[src/rtl/pixel_seq_ctrl_if.sv]
// Control/status bundle between the pixel sequencer and its host/analog front end.
// The sequencer connects as slave; whoever drives start/abort/cmp uses master.
interface pixel_seq_ctrl_if #(
    parameter int unsigned CNT_W = 8
);
    logic             start_i;
    logic             abort_i;
    logic [11:0]      pd_mask_i;
    logic [15:0]      t_int_i;
    logic             cmp_i;

    logic             sw1_o;
    logic             sw2_o;
    logic             sh_o;
    logic             sh_cmp_o;
    logic             sh_rst_o;
    logic [11:0]      pd_a_o;
    logic [11:0]      pd_b_o;
    logic [4:0]       tg_sel_o;
    logic [CNT_W-1:0] data_o;
    logic [3:0]       pd_idx_o;
    logic             data_valid_o;
    logic             done_o;
    logic             busy_o;

    modport slave (
        input  start_i, abort_i, pd_mask_i, t_int_i, cmp_i,
        output sw1_o, sw2_o, sh_o, sh_cmp_o, sh_rst_o, pd_a_o, pd_b_o,
               tg_sel_o, data_o, pd_idx_o, data_valid_o, done_o, busy_o
    );

    modport master (
        output start_i, abort_i, pd_mask_i, t_int_i, cmp_i,
        input  sw1_o, sw2_o, sh_o, sh_cmp_o, sh_rst_o, pd_a_o, pd_b_o,
               tg_sel_o, data_o, pd_idx_o, data_valid_o, done_o, busy_o
    );
endinterface

[src/rtl/pixel_seq_ctrl.sv]
// Frame-scan sequencer for a 12-photodiode pixel: reset, integrate, sample-and-hold
// and single-slope conversion of each enabled photodiode in ascending index order.
module pixel_seq_ctrl #(
    parameter int unsigned T_RST = 4,
    parameter int unsigned T_SH  = 2,
    parameter int unsigned CNT_W = 8
) (
    input  logic             wb_clk_i,
    input  logic             wb_rst_i,
    pixel_seq_ctrl_if.slave  bus
);

    typedef enum logic [2:0] {
        IDLE,
        RST,
        INT,
        SAMPLE,
        CONV,
        OUT,
        NEXT,
        DONE
    } state_t;

    localparam logic [15:0]      RST_LAST = 16'(T_RST - 1);
    localparam logic [15:0]      SH_LAST  = 16'(T_SH - 1);
    localparam logic [CNT_W-1:0] CNT_MAX  = '1;

    localparam logic [4:0] TG_OTA_OUT  = 5'b00001;
    localparam logic [4:0] TG_CMP_OUT  = 5'b00100;
    localparam logic [4:0] TG_OTA_SH   = 5'b01000;
    localparam logic [4:0] TG_VREF_CMP = 5'b10000;

    state_t           state_q, state_d;
    logic [15:0]      phase_cnt_q;
    logic [CNT_W-1:0] conv_cnt_q;
    logic [CNT_W-1:0] data_q;
    logic [3:0]       idx_q;
    logic [11:0]      mask_q;
    logic [15:0]      t_int_q;
    logic [15:0]      int_last;

    logic [11:0]      scan_mask;
    logic [3:0]       scan_from;
    logic             hit;
    logic [3:0]       hit_idx;

    // Lowest set mask bit at or above 'from'; bit 4 of the result flags a hit.
    function automatic logic [4:0] first_set(input logic [11:0] m, input logic [3:0] from);
        logic [4:0] r;
        r = 5'd0;
        for (int i = 11; i >= 0; i--) begin
            if (m[i] && (i >= int'(from))) r = {1'b1, 4'(i)};
        end
        return r;
    endfunction

    // A zero integration length still spends one cycle in INT.
    assign int_last = (t_int_q == 16'd0) ? 16'd0 : t_int_q - 16'd1;

    // From IDLE the search runs over the live mask; from NEXT over the latched one,
    // starting above the current pixel so index 11 has nowhere to wrap to.
    always_comb begin
        scan_mask = mask_q;
        scan_from = idx_q + 4'd1;
        if (state_q == IDLE) begin
            scan_mask = bus.pd_mask_i;
            scan_from = 4'd0;
        end
        {hit, hit_idx} = first_set(scan_mask, scan_from);
    end

    always_ff @(posedge wb_clk_i or posedge wb_rst_i) begin
        if (wb_rst_i) begin
            state_q <= IDLE;
        end else begin
            // NOTE: non-blocking so every register samples pre-edge values,
            // independent of the order the always_ff blocks are evaluated in.
            state_q <= state_d;
        end
    end

    always_comb begin
        // NOTE: default first so no path through the case leaves state_d
        // unassigned, which would infer a latch.
        state_d = state_q;
        case (state_q)
            IDLE:    if (bus.start_i && !bus.abort_i) state_d = hit ? RST : DONE;
            RST:     if (phase_cnt_q == RST_LAST) state_d = INT;
            INT:     if (phase_cnt_q == int_last) state_d = SAMPLE;
            SAMPLE:  if (phase_cnt_q == SH_LAST) state_d = CONV;
            CONV:    if (bus.cmp_i || (conv_cnt_q == CNT_MAX)) state_d = OUT;
            OUT:     state_d = NEXT;
            NEXT:    state_d = hit ? RST : DONE;
            DONE:    state_d = IDLE;
            default: state_d = IDLE;
        endcase
        if (bus.abort_i && (state_q != IDLE)) state_d = IDLE;
    end

    always_ff @(posedge wb_clk_i or posedge wb_rst_i) begin
        if (wb_rst_i) begin
            phase_cnt_q <= 16'd0;
            conv_cnt_q  <= '0;
            data_q      <= '0;
            idx_q       <= 4'd0;
            mask_q      <= 12'd0;
            t_int_q     <= 16'd0;
        end else begin
            if ((state_d != state_q) || (state_q == IDLE)) phase_cnt_q <= 16'd0;
            else                                           phase_cnt_q <= phase_cnt_q + 16'd1;

            // Held at zero outside CONV, so it is already cleared on entry.
            if (state_q != CONV)     conv_cnt_q <= '0;
            else if (state_d == CONV) conv_cnt_q <= conv_cnt_q + 1'b1;

            if ((state_q == CONV) && (state_d == OUT))
                data_q <= bus.cmp_i ? conv_cnt_q : CNT_MAX;

            if ((state_q == IDLE) && (state_d != IDLE)) begin
                mask_q  <= bus.pd_mask_i;
                t_int_q <= bus.t_int_i;
                if (hit) idx_q <= hit_idx;
            end

            if ((state_q == NEXT) && (state_d == RST)) idx_q <= hit_idx;
        end
    end

    logic        sw1, sw2, sh, sh_cmp, sh_rst, dv, done, busy;
    logic [11:0] pd_a, pd_b, pd_sel;
    logic [4:0]  tg_sel;

    assign pd_sel = 12'd1 << idx_q;

    always_comb begin
        sw1    = 1'b0;
        sw2    = 1'b0;
        sh     = 1'b0;
        sh_cmp = 1'b0;
        sh_rst = 1'b0;
        dv     = 1'b0;
        done   = 1'b0;
        busy   = (state_q != IDLE);
        pd_a   = 12'd0;
        pd_b   = 12'd0;
        tg_sel = TG_OTA_OUT;
        case (state_q)
            RST: begin
                sh_rst = 1'b1;
                sw1    = 1'b1;
                pd_a   = pd_sel;
                pd_b   = pd_sel;
            end
            INT:    pd_a = pd_sel;
            SAMPLE: begin
                sh     = 1'b1;
                pd_a   = pd_sel;
                tg_sel = TG_OTA_SH;
            end
            CONV: begin
                sh_cmp = 1'b1;
                sw2    = 1'b1;
                tg_sel = TG_VREF_CMP;
            end
            OUT: begin
                dv     = 1'b1;
                tg_sel = TG_CMP_OUT;
            end
            DONE:    done = 1'b1;
            default: ;
        endcase
    end

    assign bus.sw1_o        = sw1;
    assign bus.sw2_o        = sw2;
    assign bus.sh_o         = sh;
    assign bus.sh_cmp_o     = sh_cmp;
    assign bus.sh_rst_o     = sh_rst;
    assign bus.pd_a_o       = pd_a;
    assign bus.pd_b_o       = pd_b;
    assign bus.tg_sel_o     = tg_sel;
    assign bus.data_o       = data_q;
    assign bus.pd_idx_o     = idx_q;
    assign bus.data_valid_o = dv;
    assign bus.done_o       = done;
    assign bus.busy_o       = busy;

endmodule

[src/flat_wrapper.sv]
// flat-port wrapper written by rule: the top's interface ports become plain ports
module pixel_seq_ctrl_flat 
#(
    parameter int unsigned T_RST = 4,
    parameter int unsigned T_SH  = 2,
    parameter int unsigned CNT_W = 8
)
  (wb_clk_i, wb_rst_i, bus_start_i, bus_abort_i, bus_pd_mask_i, bus_t_int_i, bus_cmp_i, bus_sw1_o, bus_sw2_o, bus_sh_o, bus_sh_cmp_o, bus_sh_rst_o, bus_pd_a_o, bus_pd_b_o, bus_tg_sel_o, bus_data_o, bus_pd_idx_o, bus_data_valid_o, bus_done_o, bus_busy_o);
  pixel_seq_ctrl_if #(.CNT_W(CNT_W)) bus_i ();
  input  logic wb_clk_i;
  input  logic wb_rst_i;
  input wire logic [$bits(bus_i.start_i)-1:0] bus_start_i;
  input wire logic [$bits(bus_i.abort_i)-1:0] bus_abort_i;
  input wire logic [$bits(bus_i.pd_mask_i)-1:0] bus_pd_mask_i;
  input wire logic [$bits(bus_i.t_int_i)-1:0] bus_t_int_i;
  input wire logic [$bits(bus_i.cmp_i)-1:0] bus_cmp_i;
  output wire logic [$bits(bus_i.sw1_o)-1:0] bus_sw1_o;
  output wire logic [$bits(bus_i.sw2_o)-1:0] bus_sw2_o;
  output wire logic [$bits(bus_i.sh_o)-1:0] bus_sh_o;
  output wire logic [$bits(bus_i.sh_cmp_o)-1:0] bus_sh_cmp_o;
  output wire logic [$bits(bus_i.sh_rst_o)-1:0] bus_sh_rst_o;
  output wire logic [$bits(bus_i.pd_a_o)-1:0] bus_pd_a_o;
  output wire logic [$bits(bus_i.pd_b_o)-1:0] bus_pd_b_o;
  output wire logic [$bits(bus_i.tg_sel_o)-1:0] bus_tg_sel_o;
  output wire logic [$bits(bus_i.data_o)-1:0] bus_data_o;
  output wire logic [$bits(bus_i.pd_idx_o)-1:0] bus_pd_idx_o;
  output wire logic [$bits(bus_i.data_valid_o)-1:0] bus_data_valid_o;
  output wire logic [$bits(bus_i.done_o)-1:0] bus_done_o;
  output wire logic [$bits(bus_i.busy_o)-1:0] bus_busy_o;
  assign bus_i.start_i = bus_start_i;
  assign bus_i.abort_i = bus_abort_i;
  assign bus_i.pd_mask_i = bus_pd_mask_i;
  assign bus_i.t_int_i = bus_t_int_i;
  assign bus_i.cmp_i = bus_cmp_i;
  assign bus_sw1_o = bus_i.sw1_o;
  assign bus_sw2_o = bus_i.sw2_o;
  assign bus_sh_o = bus_i.sh_o;
  assign bus_sh_cmp_o = bus_i.sh_cmp_o;
  assign bus_sh_rst_o = bus_i.sh_rst_o;
  assign bus_pd_a_o = bus_i.pd_a_o;
  assign bus_pd_b_o = bus_i.pd_b_o;
  assign bus_tg_sel_o = bus_i.tg_sel_o;
  assign bus_data_o = bus_i.data_o;
  assign bus_pd_idx_o = bus_i.pd_idx_o;
  assign bus_data_valid_o = bus_i.data_valid_o;
  assign bus_done_o = bus_i.done_o;
  assign bus_busy_o = bus_i.busy_o;
  pixel_seq_ctrl #(.T_RST(T_RST), .T_SH(T_SH), .CNT_W(CNT_W)) u_core (.wb_clk_i(wb_clk_i), .wb_rst_i(wb_rst_i), .bus(bus_i));
endmodule
[config.mk]
export PLATFORM = sky130hd
export DESIGN_NAME = pixel_seq_ctrl_flat
export DESIGN_NICKNAME = d
export VERILOG_FILES = /design/src/rtl/pixel_seq_ctrl_if.sv /design/src/rtl/pixel_seq_ctrl.sv /design/src/flat_wrapper.sv
export SDC_FILE = /design/constraint.sdc
export NUM_CORES = 1
export LEC_CHECK = 0
export CORE_AREA = 3 3 121 123
export CTS_BUF_LIST = sky130_fd_sc_hd__clkbuf_2 sky130_fd_sc_hd__clkbuf_4 sky130_fd_sc_hd__clkbuf_8
export CTS_CLUSTER_SIZE = 12
export DETAILED_ROUTE_END_ITERATION = 7
export DIE_AREA = 0 0 124 126
export SLEW_MARGIN = 15
export SYNTH_ARGS = -nofsm -noshare
export SYNTH_HDL_FRONTEND = slang
export SYNTH_SLANG_ARGS = --single-unit
[constraint.sdc]
create_clock -name wb_clk_i -period 3.6 [get_ports wb_clk_i]
set_clock_uncertainty 0.15 [all_clocks]
set_input_delay 0.9 -clock wb_clk_i [delete_from_list [all_inputs] [get_ports wb_clk_i]]
set_output_delay 0.9 -clock wb_clk_i [all_outputs]
set_load 0.02 [all_outputs]
After elaboration in Yosys (flattened, before gate mapping)
Index checks and enable logic that the tools add are counted.

Input bits: 33. Register bits after elaboration: 67. Logic and storage cells: 107.

Equality and inequality tests: 16. Muxes and demuxes: 38. Reductions and logical operators: 29. Shift operators: 1. $lt $le $gt $ge: 12. Add/sub/neg operators: 4.

Operators with widths (count): 2-to-1 mux 5 bit (12); 2-to-1 mux 12 bit (3); 2-to-1 mux 16 bit (2); 2-to-1 mux 8 bit (3); case mux 3 bit (8 select lines) (1); 2-to-1 mux 3 bit (7); equality test 3 bit, second input constant (6); logical AND 1 bit (17); adder 16 x 1 -> 16 bit, second input constant (1); equality test 16 x 1 -> 1 bit, second input constant (1); equality test 16 bit (1); equality test 16 x 2 -> 1 bit, second input constant (1); >= comparator 3 x 4 -> 1 bit, first input constant (4); >= comparator 4 bit, first input constant (4); logical NOT 16 bit (1); 2-to-1 mux 4 bit (4); subtractor 16 x 1 -> 16 bit, second input constant (1); case mux 5 bit (3 select lines) (1); left shift 1 x 4 -> 12 bit, first input constant (1); adder 8 x 1 -> 8 bit, second input constant (1); equality test 8 bit, second input constant (1); >= comparator 1 x 4 -> 1 bit, first input constant (2); >= comparator 2 x 4 -> 1 bit, first input constant (2); equality test 3 x 1 -> 1 bit, second input constant (2); 12 further kinds (21).

Depth between registers and ports, before layout
Gate-level depths: netlist of run 1.

Depth in word-level cells: 24. Gate-level depth with buffers: 14. Gate-level depth less buffers: 10.

Worst setup path before layout of run 1
Ideal clock, no wire load.

Path kind: register to register. Start: reg u_core.idx_q[0], in the netlist u_core.bus.pd_idx_o[0]. End: reg u_core.phase_cnt_q[12]. Arrival: 3.109 ns. Path slack: 0.213 ns. Setup time: 0.127 ns. Data required time: 3.323 ns. Cell stages (with the launch flop): 13. Clock period less this slack: 3.387 ns. Cells stage by stage: dfrtp_1 -> ha_1 -> ha_1 -> clkbuf_1 -> or3b_1 -> a21oi_1 -> o31a_2 -> nand3_2 -> o32a_1 -> mux2i_1 -> buf_2 -> nor4b_1 -> mux2_1.

Longest elaborated chain between the ends: 23.

RTL lines: start, declared (line pixel_seq_ctrl.sv:37) `logic [3:0] idx_q;`; start signal, assigned (line pixel_seq_ctrl.sv:122) `if (hit) idx_q <= hit_idx;`; start signal, assigned (line pixel_seq_ctrl.sv:125) `if ((state_q == NEXT) && (state_d == RST)) idx_q <= hit_idx;`; adder 4 x 1 -> 4 bit * (line pixel_seq_ctrl.sv:64) `scan_from = idx_q + 4'd1;`; 2-to-1 mux 4 bit * (line pixel_seq_ctrl.sv:65) `if (state_q == IDLE) begin`; >= comparator 4 bit (line pixel_seq_ctrl.sv:52) `if (m[i] && (i >= int'(from))) r = {1'b1, 4'(i)};`; logical AND 1 bit (line pixel_seq_ctrl.sv:52); 2-to-1 mux 5 bit (11 in a row) (line pixel_seq_ctrl.sv:52); 2-to-1 mux 5 bit * (line pixel_seq_ctrl.sv:52); 2-to-1 mux 3 bit * (line pixel_seq_ctrl.sv:87, pixel_seq_ctrl.sv:93); 2-to-1 mux 3 bit (line pixel_seq_ctrl.sv:87) `IDLE: if (bus.start_i && !bus.abort_i) state_d = hit ? RST : DONE;`; case mux 3 bit (8 select lines) * (line pixel_seq_ctrl.sv:86) `case (state_q)`; 2-to-1 mux 3 bit * (line pixel_seq_ctrl.sv:97) `if (bus.abort_i && (state_q != IDLE)) state_d = IDLE;`; != test 3 bit * (line pixel_seq_ctrl.sv:109) `if ((state_d != state_q) || (state_q == IDLE)) phase_cnt_q <= 16'd0;`; logical OR 1 bit * (line pixel_seq_ctrl.sv:109); 2-to-1 mux 16 bit * (line pixel_seq_ctrl.sv:109); end signal, assigned (line pixel_seq_ctrl.sv:110) `else phase_cnt_q <= phase_cnt_q + 16'd1;`; end, declared (line pixel_seq_ctrl.sv:34) `logic [15:0] phase_cnt_q;`.

Every way passes the cells marked *; elsewhere a longest branch is shown, timed or not. A chain may end at the register's enable or synchronous reset.

Final worst setup path of run 1
Start: reg u_core.state_q[1]. End: out bus_pd_b_o[4].

Longest elaborated chain between the ends: 2.

RTL lines: start, declared (line pixel_seq_ctrl.sv:33) `state_t state_q, state_d;`; start signal, assigned (line pixel_seq_ctrl.sv:78) `state_q <= state_d;`; equality test 3 x 1 -> 1 bit (line pixel_seq_ctrl.sv:147) `case (state_q)`; 2-to-1 mux 12 bit (line pixel_seq_ctrl.sv:147); end, declared (line flat_wrapper.sv:23) `output wire logic [$bits(bus_i.pd_b_o)-1:0] bus_pd_b_o;`.

Every way passes these cells.

==> key figures, run 1 <==
Setup path
  • Worst setup SP type: flop
  • Peak fanout along the critical path: 10
  • Crit Path Class: reg2out
  • CP max-delay cell: clkdlybuf4s50_1
  • CP required: 2.55 ns
  • CP endpoint kind: output port
  • Worst stage delay on the critical path: 0.60 ns
  • Crit-path cells: nor2_1, nand2_1, nor2_1, and3_1, clkdlybuf4s50_1
  • Critical Path AT: 2.40 ns
  • Most frequent CP cell: nor2_1

Clocking
  • Root buffer cell: clkbuf_8
  • CTS Sinks: 67
  • CTS tree: built
  • Worst-path clk slew: 0.07 ns
  • Worst-skew pair later-pin latency: roughly 0.36 ns
  • H-tree depth: 3
  • Bufs on Longest Clock Path: 2
  • Total CTS buffers: 9

Logic synthesis
  • Ys async rst share: 100%
  • Cells after Synth: around 680
  • Mapped cell area: between 0.005 and 0.006 sq mm
  • Syn nets: just over 700
  • Flops & latches, synth: 67
  • Ys Warns: 0
  • Sequential fraction of the synthesis area: 30.7%
  • EDFF count, synth: 0
  • Top cell type's share of synthesized area: 30.7%
  • Synth cell types: 77
  • Syn avg cell area: 8.09 sq um
  • Dominant cells by area after synthesis: dfrtp_1 (31%), nand2_1 (7.8%), nor4b_1 (4.0%)
  • Ys flop type: dfrtp_1
  • Yosys top cell by area: dfrtp_1

Min path
  • Hold/Removal Path Class: reg2reg

Final layout
  • Final nets: 792
  • Most common cell after layout, fill and taps aside: nand2_1
  • Layout cells sized above 1: 10.9%
  • Most frequent cells in the layout: nand2_1 (113), clkdlybuf4s50_1 (80), dfrtp_1 (67)
  • Filler cell count: 1404
  • Area growth from synthesis to layout: 24.4%
  • Antenna Cells: 0
  • Final Util: 49.3%
  • Design Area, Final: around 0.0068 sq mm
  • Finished Layout Cells: 934

Timing
  • Final setup viols: 0
  • Min Tclk post-route: 3.45 ns
  • Max_slew headroom: 22.2%
  • Final Cycle Share: between 90% and 100%
  • FMAX: 290 MHz
  • Least-Margin Pin Slew: approximately 1.2 ns
  • Fin. Hold Viols: 0
  • Hold slack final: around 0.35 ns
  • Slew Viols, Final: 0

Global routing
  • Largest net degree at the start of global routing: 40
  • First-pass GRT wire length: 26000 microns
  • Overflow after GRT: 0
  • Vias in the first global route: 5216
  • Initial antenna violation count: 0
  • Total GRT Usage: 20.5%

Place
  • Placed Cells: 916
  • DP Wirelength: 11700 microns
  • Placed cell area: ~0.0065 sq mm
  • Port bufs: 80
  • Routability cong.: approximately 0.92

Drt
  • # DRC: 0
  • DRT iter0 DRCs: between 400 and 500
  • First-pass DRT Iterations: 5
  • Vias per cell: 5.80
  • WL final: 15800 microns
  • Wire per inst: 17.0 microns
  • Post-DRT Antenna Nets: 0
  • Vias: 5418

Floorplanning
  • Die Y-Extent: 126 microns
  • Starting Density: 39.6%
  • FP Rows: 43
  • Core area: 0.0138 sq mm
  • Die Wd: 124 microns
  • I/O Pins: 82
  • Die area: between 0.015 and 0.02 sq mm

Job
  • Max-cap check violation count: 0

Outcome
  • Status: completed

Power and ir drop
  • Overall power: 2.48 mW
  • PwrDens: 365 mW/mm^2
  • Pleak: 2.82 nW
  • VDD IR max: 0.276 mV
## area by class of cell
| class | count | area, sq um | share of cell area [%] |
|---|---|---|---|
| multi-input combinational | 527 | 3450 | 50.8 |
| inverter | 27 | 101 | 1.49 |
| timing repair buffer | 117 | 1110 | 16.3 |
| clock inverter | 4 | 72.6 | 1.07 |
| clock buffer | 12 | 159 | 2.34 |
| tap | 180 | 225 | 3.32 |
| sequential | 67 | 1680 | 24.7 |
## layer usage
layer,part of all wire (%),vias up,GRT usage (%)
met3,4.7,24,4.31
met1,43,2635,26.5
li1,-,2585,-
met2,50,174,34.7
met5,0,-,0
met4,1.7,0,5.41
## cell usage after synthesis (12+ instances only)
master / n
nand2_1: 113
dfrtp_1: 67
nor2_1: 36
clkbuf_1: 31
o21ai_0: 28
inv_1: 27
nand3_1: 26
nor4b_1: 25
a21oi_1: 22
and3_1: 21
and2_1: 20
nor3_1: 17
xnor2_1: 17
nand4b_1: 13
buf_2: 12
nand4_1: 12
o21a_1: 12
## stage by stage
step | TNS (ns) | setup slack [ns]
after global routing | -0.0419 | -0.0172
after floorplan | 0 | 0.213
after CTS | 0 | 0.0779
after detailed placement | -0.140 | -0.0215
final | 0 | 0.147
after global placement | 0 | 0.00789
## power by group
group	switching, mW	internal [mW]
Sequential	0.133	0.824
Combinational	0.434	0.347
Clock	0.305	0.435
## critical path, delay by kind of cell, from the launching register on
family                 cells  cell delay [ns]
buffers and inverters      1             0.60
and+or+nand+nor            4             0.93
DFF                        1             0.50
## what timing repair did
| item | CTS | global route |
|---|---|---|
| gates resized for setup | 0 | 6 |
| endpoints found under the hold margin | 0 | 0 |
| hold buffers | 0 | 0 |
| endpoints found under the setup margin | 0 | 21 |
| setup buffers | 0 | 2 |
## sequential cells by signal, summed over array words and instances, names as in the netlist
register	cells
u_core.t_int_q	16
u_core.state_q	3
u_core.bus.pd_idx_o	4
u_core.bus.data_o	8
u_core.conv_cnt_q	8
u_core.mask_q	12
u_core.phase_cnt_q	16
## final timing paths
| kind | startpoint | to | slack (ns) | cells past startpoint |
|---|---|---|---|---|
| min reg2reg | u_core.bus.data_o[6] | u_core.bus.data_o[6] | 0.35 | 1 |
| min | u_core.bus.data_o[6] | u_core.bus.data_o[6] | 0.35 | 1 |
| max reg2reg | u_core.bus.pd_idx_o[1] | u_core.phase_cnt_q[9] | 0.16 | 12 |
| max in group asynchronous | wb_rst_i | u_core.state_q[0] | 1.86 | 3 |
| min in group asynchronous | wb_rst_i | u_core.bus.data_o[6] | 0.79 | 2 |
| max | u_core.state_q[1] | bus_pd_b_o[4] | 0.15 | 5 |
## cell families after synthesis
logic type | share of synthesized area (%)
simple gates | 33.8
compound gates | 17.4
buf+inv | 6.62
flops | 30.7
xor+xnor | 4.17
mux | 4.95
fa+ha+maj | 2.29
other cells | 0.0687
No activity file was read; power rests on OpenSTA's default activity.
==> inputs of run 2 (changes only) <==
Settings changed: CAP_MARGIN from default to 40, CELL_PAD_IN_SITES_DETAIL_PLACEMENT from default to 0, CELL_PAD_IN_SITES_GLOBAL_PLACEMENT from default to 1, PLACE_DENSITY_LB_ADDON from default to 0.1.
==> key figures, run 2 (same netlist as run 1, synthesis figures left out) <==
Floorplanning
  • FP Rows: between 40 and 50
  • Core area: 0.0138 sq mm
  • Die Wd: 124 microns
  • Die area: 0.0156 sq mm
  • I/O Pins: 82
  • Die Y-Extent: 126 microns
  • Starting Density: 39.6%

Outcome
  • Status: completed

Setup path
  • CP required: 3.76 ns
  • Peak fanout along the critical path: 32
  • Worst setup SP type: flop
  • Crit-path cells: ha_1, ha_1, or3b_1, a21oi_1, o31a_2, nand3_2, o32a_1, mux2i_2, buf_12, nor4b_1, mux2_2
  • CP endpoint kind: flop
  • Most frequent CP cell: ha_1
  • Worst Setup SP: u_core.bus.pd_idx_o[1]
  • CP max-delay cell: dfrtp_2
  • Buf/Inv on CP: 1
  • R2R setup slack: 0.15 ns
  • Worst stage delay on the critical path: between 0.4 and 0.5 ns
  • Crit Path Class: reg2reg
  • Critical path's top delay family: compound AO/OA/AOI/OAI gates
  • Critical Path AT: between 3 and 4 ns
  • RR Startpoint: u_core.bus.pd_idx_o[1]

Drt
  • WL final: roughly 16000 microns
  • Wire per inst: 17.1 microns
  • Vias per cell: 5.69
  • Vias: 5353
  • Post-DRT Antenna Nets: 0
  • First-pass DRT Iterations: 4
  • # DRC: 0
  • DRT iter0 DRCs: around 320

Global routing
  • First-pass GRT wire length: 26700 microns
  • Overflow after GRT: 0
  • Largest net degree at the start of global routing: 40
  • Initial antenna violation count: 0
  • Total GRT Usage: a little over a fifth
  • Vias in the first global route: 5255

Clocking
  • Worst-path clk slew: 0.08 ns
  • CTS tree: built
  • Bufs on Longest Clock Path: 2
  • Setup repair bufs after CTS: 0
  • H-tree depth: 3
  • CTS Sinks: 67
  • Worst-skew pair later-pin latency: 0.36 ns
  • Post-cts resize count: 0
  • CTS Hold Bufs: 0
  • Root buffer cell: clkbuf_8
  • Total CTS buffers: 9

Timing
  • Min Tclk post-route: 3.45 ns
  • Final setup viols: 0
  • Final Cycle Share: 95.8%
  • FMAX: about 290 MHz
  • Unrepaired setup endpoints after global routing: false
  • Max_slew headroom: 56.2%
  • Slew Viols, Final: 0
  • Least-Margin Pin Slew: 0.657 ns
  • Fin. Hold Viols: 0
  • Hold slack final: approximately 0.34 ns

Final layout
  • Most frequent cells in the layout: nand2_1 (113), clkdlybuf4s50_1 (80), dfrtp_1 (66)
  • Filler cell count: between 1000 and 1500
  • Final nets: 799
  • Top Registers: u_core.phase_cnt_q x16, u_core.t_int_q x16, u_core.mask_q x12
  • Layout cells sized above 1: ~13%
  • Antenna Cells: 0
  • Most common cell after layout, fill and taps aside: nand2_1
  • Area growth from synthesis to layout: 26.2%
  • Final Util: 50.0%

Min path
  • Hold/Removal Path Class: reg2reg
  • Worst hold start: u_core.bus.data_o[2]

Power and ir drop
  • PwrDens: around 360 mW/mm^2
  • Pleak: 2.86 nW
  • VDD IR max: 0.221 mV
  • Overall power: approximately 2.5 mW

Job
  • Max-cap check violation count: 0

Place
  • Port bufs: 80
  • Routability cong.: 0.855
  • DP Wirelength: approximately 12000 microns
[run 2: layout make-up]
| type | count | area, sq um | share of cell area, % |
|---|---|---|---|
| multi-input combinational | 527 | 3490 | 50.7 |
| sequential | 67 | 1680 | 24.4 |
| timing repair buffer | 124 | 1170 | 17.0 |
| tap | 180 | 225 | 3.27 |
| clock buffer | 11 | 151 | 2.20 |
| inverter | 27 | 101 | 1.47 |
| clock inverter | 4 | 73.8 | 1.07 |
[run 2: routing by layer]
metal	vias to the layer above	track usage [%]	wire, microns
met5	-	0	0
met1	2640	27.4	6940
met3	16	4.31	569
met2	95	36.0	8370
met4	0	5.54	221
li1	2602	-	-
[run 2: per-stage QoR]
stage	setup WS, ns	instances	instance area, sq um	TNS [ns]
final	0.152	940	6890	0
after global routing	0.0138	940	6890	0
after CTS	0.0850	940	6820	0
after detailed placement	-0.0524	925	6600	-0.112
after global placement	-0.00855	924	6590	-0.0420
after floorplan	0.213	675	5460	0
[run 2: final timing paths]
kind,cells past startpoint,endpoint
min in group asynchronous,2,u_core.bus.data_o[7]
min reg2reg,1,u_core.bus.data_o[2]
max reg2reg,11,u_core.phase_cnt_q[7]
min,1,u_core.bus.data_o[2]
max in group asynchronous,3,u_core.bus.pd_idx_o[1]
max,11,u_core.phase_cnt_q[7]
[run 2: report_power, final]
group | switching (mW) | internal [mW] | leakage, nW
clock network | 0.312 | 0.424 | 0.115
logic | 0.448 | 0.356 | 1.87
registers | 0.117 | 0.825 | 0.871
total | 0.877 | 1.61 | 2.86
==> inputs of run 3 (changes only) <==
Settings changed: ABC_AREA from default to 1, CORE_AREA 3 3 121 123 to 3 3 115 117, DIE_AREA 0 0 124 126 to 0 0 118 120, SKIP_CTS_REPAIR_TIMING from default to 1.
==> key figures, run 3 <==
Outcome
  • Status: completed

Drt
  • First-pass DRT Iterations: 5
  • # DRC: 0
  • DRT iter0 DRCs: 255
  • Wire per inst: 13.8 microns
  • Vias per cell: 4.90
  • WL final: 13100 microns
  • Vias: about 4700
  • Post-DRT Antenna Nets: 0

Min path
  • Hold Crit Depth: 2
  • Hold/Removal Path Class: reg2reg
  • WHS Endpoint: u_core.bus.data_o[0]
  • Worst hold start: u_core.bus.data_o[0]

Floorplanning
  • Die area: 0.0142 sq mm
  • Die Y-Extent: 120 microns
  • Starting Density: between 30% and 40%
  • I/O Pins: 82
  • Die Wd: 118 microns
  • Core area: about 0.012 sq mm
  • FP Rows: 41

Logic synthesis
  • Ys async rst share: 100%
  • Synth cell types: 34
  • Sequential fraction of the synthesis area: 34.6%
  • Top cell type's share of synthesized area: 34.6%
  • Count leader, synth: nand2_1
  • Flops & latches, synth: 67
  • Ys flop type: dfrtp_1
  • Ys Warns: 0
  • Cells after Synth: 697
  • Syn nets: 740
  • Top cells by count, synth: nand2_1 (178), nor2_1 (93), inv_1 (81)
  • Mapped cell area: between 0.004 and 0.005 sq mm
  • Yosys top cell by area: dfrtp_1
  • Syn avg cell area: 6.95 sq um
  • Dominant cells by area after synthesis: dfrtp_1 (35%), nand2_1 (14%), nor2_1 (7.2%)
  • EDFF count, synth: 0

Final layout
  • Layout cells sized above 1: 9.27%
  • Antenna Cells: 0
  • Final nets: 815
  • Top Registers: u_core.phase_cnt_q x16, u_core.t_int_q x16, u_core.mask_q x12
  • Area growth from synthesis to layout: 23.0%
  • Final Util: 47.8%
  • Finished Layout Cells: 949
  • Most frequent cells in the layout: nand2_1 (178), nor2_1 (93), inv_1 (80), clkdlybuf4s50_1 (80)
  • Most common cell after layout, fill and taps aside: nand2_1
  • Filler cell count: 1286

Setup path
  • CP max-delay cell: clkdlybuf4s50_1
  • CP required: 2.55 ns
  • Crit-path cells: inv_1, nor3_1, buf_4, inv_1, nor3_1, clkdlybuf4s50_1
  • R2R setup slack: roughly 0.48 ns
  • R2R depth: 16
  • CP endpoint kind: output port
  • Worst r2r dst: u_core.phase_cnt_q[1]
  • Worst stage delay on the critical path: 0.66 ns
  • RR Startpoint: u_core.bus.pd_idx_o[2]
  • Peak fanout along the critical path: 13
  • Crit Path Class: reg2out
  • Worst setup SP type: flop
  • Critical Path AT: 2.26 ns

Global routing
  • Largest net degree at the start of global routing: a little under 50
  • Vias in the first global route: 4488
  • First-pass GRT wire length: 22300 microns
  • Total GRT Usage: 19.4%
  • Initial antenna violation count: 0
  • Overflow after GRT: 0

Timing
  • Unrepaired setup endpoints after global routing: false
  • Setup tns final: 0 ns
  • Final Cycle Share: 92.0%
  • Fin. Hold Viols: 0
  • Min Tclk post-route: approximately 3.3 ns
  • FMAX: 302 MHz
  • Least-Margin Pin Slew: 0.597 ns
  • Slew Viols, Final: 0
  • Max_slew headroom: 60.1%
  • Final setup viols: 0

Clocking
  • CTS tree: built
  • Total CTS buffers: 9
  • CTS Sinks: 67
  • Worst-skew pair later-pin latency: 0.36 ns
  • Root buffer cell: clkbuf_8
  • Bufs on Longest Clock Path: 2
  • Worst-path clk slew: ~0.08 ns
  • H-tree depth: 3

Power and ir drop
  • PwrDens: 750 mW/mm^2
  • VDD IR max: 0.424 mV
  • Pleak: 2.73 nW

Place
  • Placed Cells: about 930
  • DP Wirelength: 10000 microns
  • Port bufs: 80
  • Routability cong.: around 0.85

Job
  • Max-cap check violation count: 0
==> run 3: per-stage QoR <==
stage / total power, mW / instance area, sq um / hold slack [ns] / setup WS [ns]
after global placement: 3.81 / 5760 / 0.309 / 0.353
after floorplan: 3.21 / 4840 / 0.303 / 0.531
after global routing: 4.89 / 5960 / 0.358 / 0.0791
after CTS: 4.46 / 5940 / 0.330 / 0.254
after detailed placement: 3.83 / 5760 / 0.314 / 0.273
final: 4.47 / 5960 / 0.322 / 0.289
==> run 3: layer usage <==
| metal | routed length, microns | GRT usage, % |
|---|---|---|
| met3 | 674 | 5.09 |
| met5 | 0 | 0 |
| met4 | 289 | 6.23 |
| met2 | 5740 | 29.0 |
| met1 | 6350 | 27.3 |
==> run 3: cell families (layout without fill, tap and decap cells) <==
family,after synthesis,in the layout,share of synthesized area (%)
other,1,1,0.0774
XOR/XNOR,17,17,3.07
buffers and inverters,111,191,10.3
adder cells (fa/ha/maj),10,10,2.58
AO/OA/AOI/OAI,54,54,5.76
AND/OR/NAND/NOR,428,428,41.6
multiplexers,9,9,2.09
flip-flops,67,67,34.6
==> run 3: power by group <==
group,total (mW),switching [mW],internal [mW]
sequential,1.22,0.224,0.991
clock,0.602,0.293,0.309
combinational,2.65,1.70,0.953
total,4.47,2.21,2.25
==> run 3: worst max-delay path: cells and delay by family, from the launching register on <==
| family | cells | cell delay (ns) |
|---|---|---|
| buf+inv | 4 | 1.14 |
| flops | 1 | 0.42 |
| simple gates | 2 | 0.35 |
==> run 3: how the worst max path moves through the flow <==
| stage | end | from |
|---|---|---|
| global route | bus_pd_b_o[11] | u_core.state_q[0] |
| finish | bus_pd_b_o[7] | u_core.state_q[0] |
| floorplan | bus_pd_b_o[7] | u_core.state_q[0] |
| CTS | bus_pd_b_o[7] | u_core.state_q[0] |
| global placement | u_core.bus.pd_idx_o[0] | bus_pd_mask_i[0] |
| detailed placement | u_core.phase_cnt_q[3] | bus_pd_mask_i[2] |
==> run 3: layout make-up <==
cell class / instances / area (sq um) / area share (%)
Multi-Input combinational cell: 519 / 2670 / 44.8
Sequential cell: 67 / 1680 / 28.1
Timing Repair Buffer: 88 / 886 / 14.9
Inverter: 87 / 327 / 5.48
Tap cell: 172 / 215 / 3.61
Clock buffer: 14 / 174 / 2.92
Clock inverter: 2 / 10.0 / 0.168
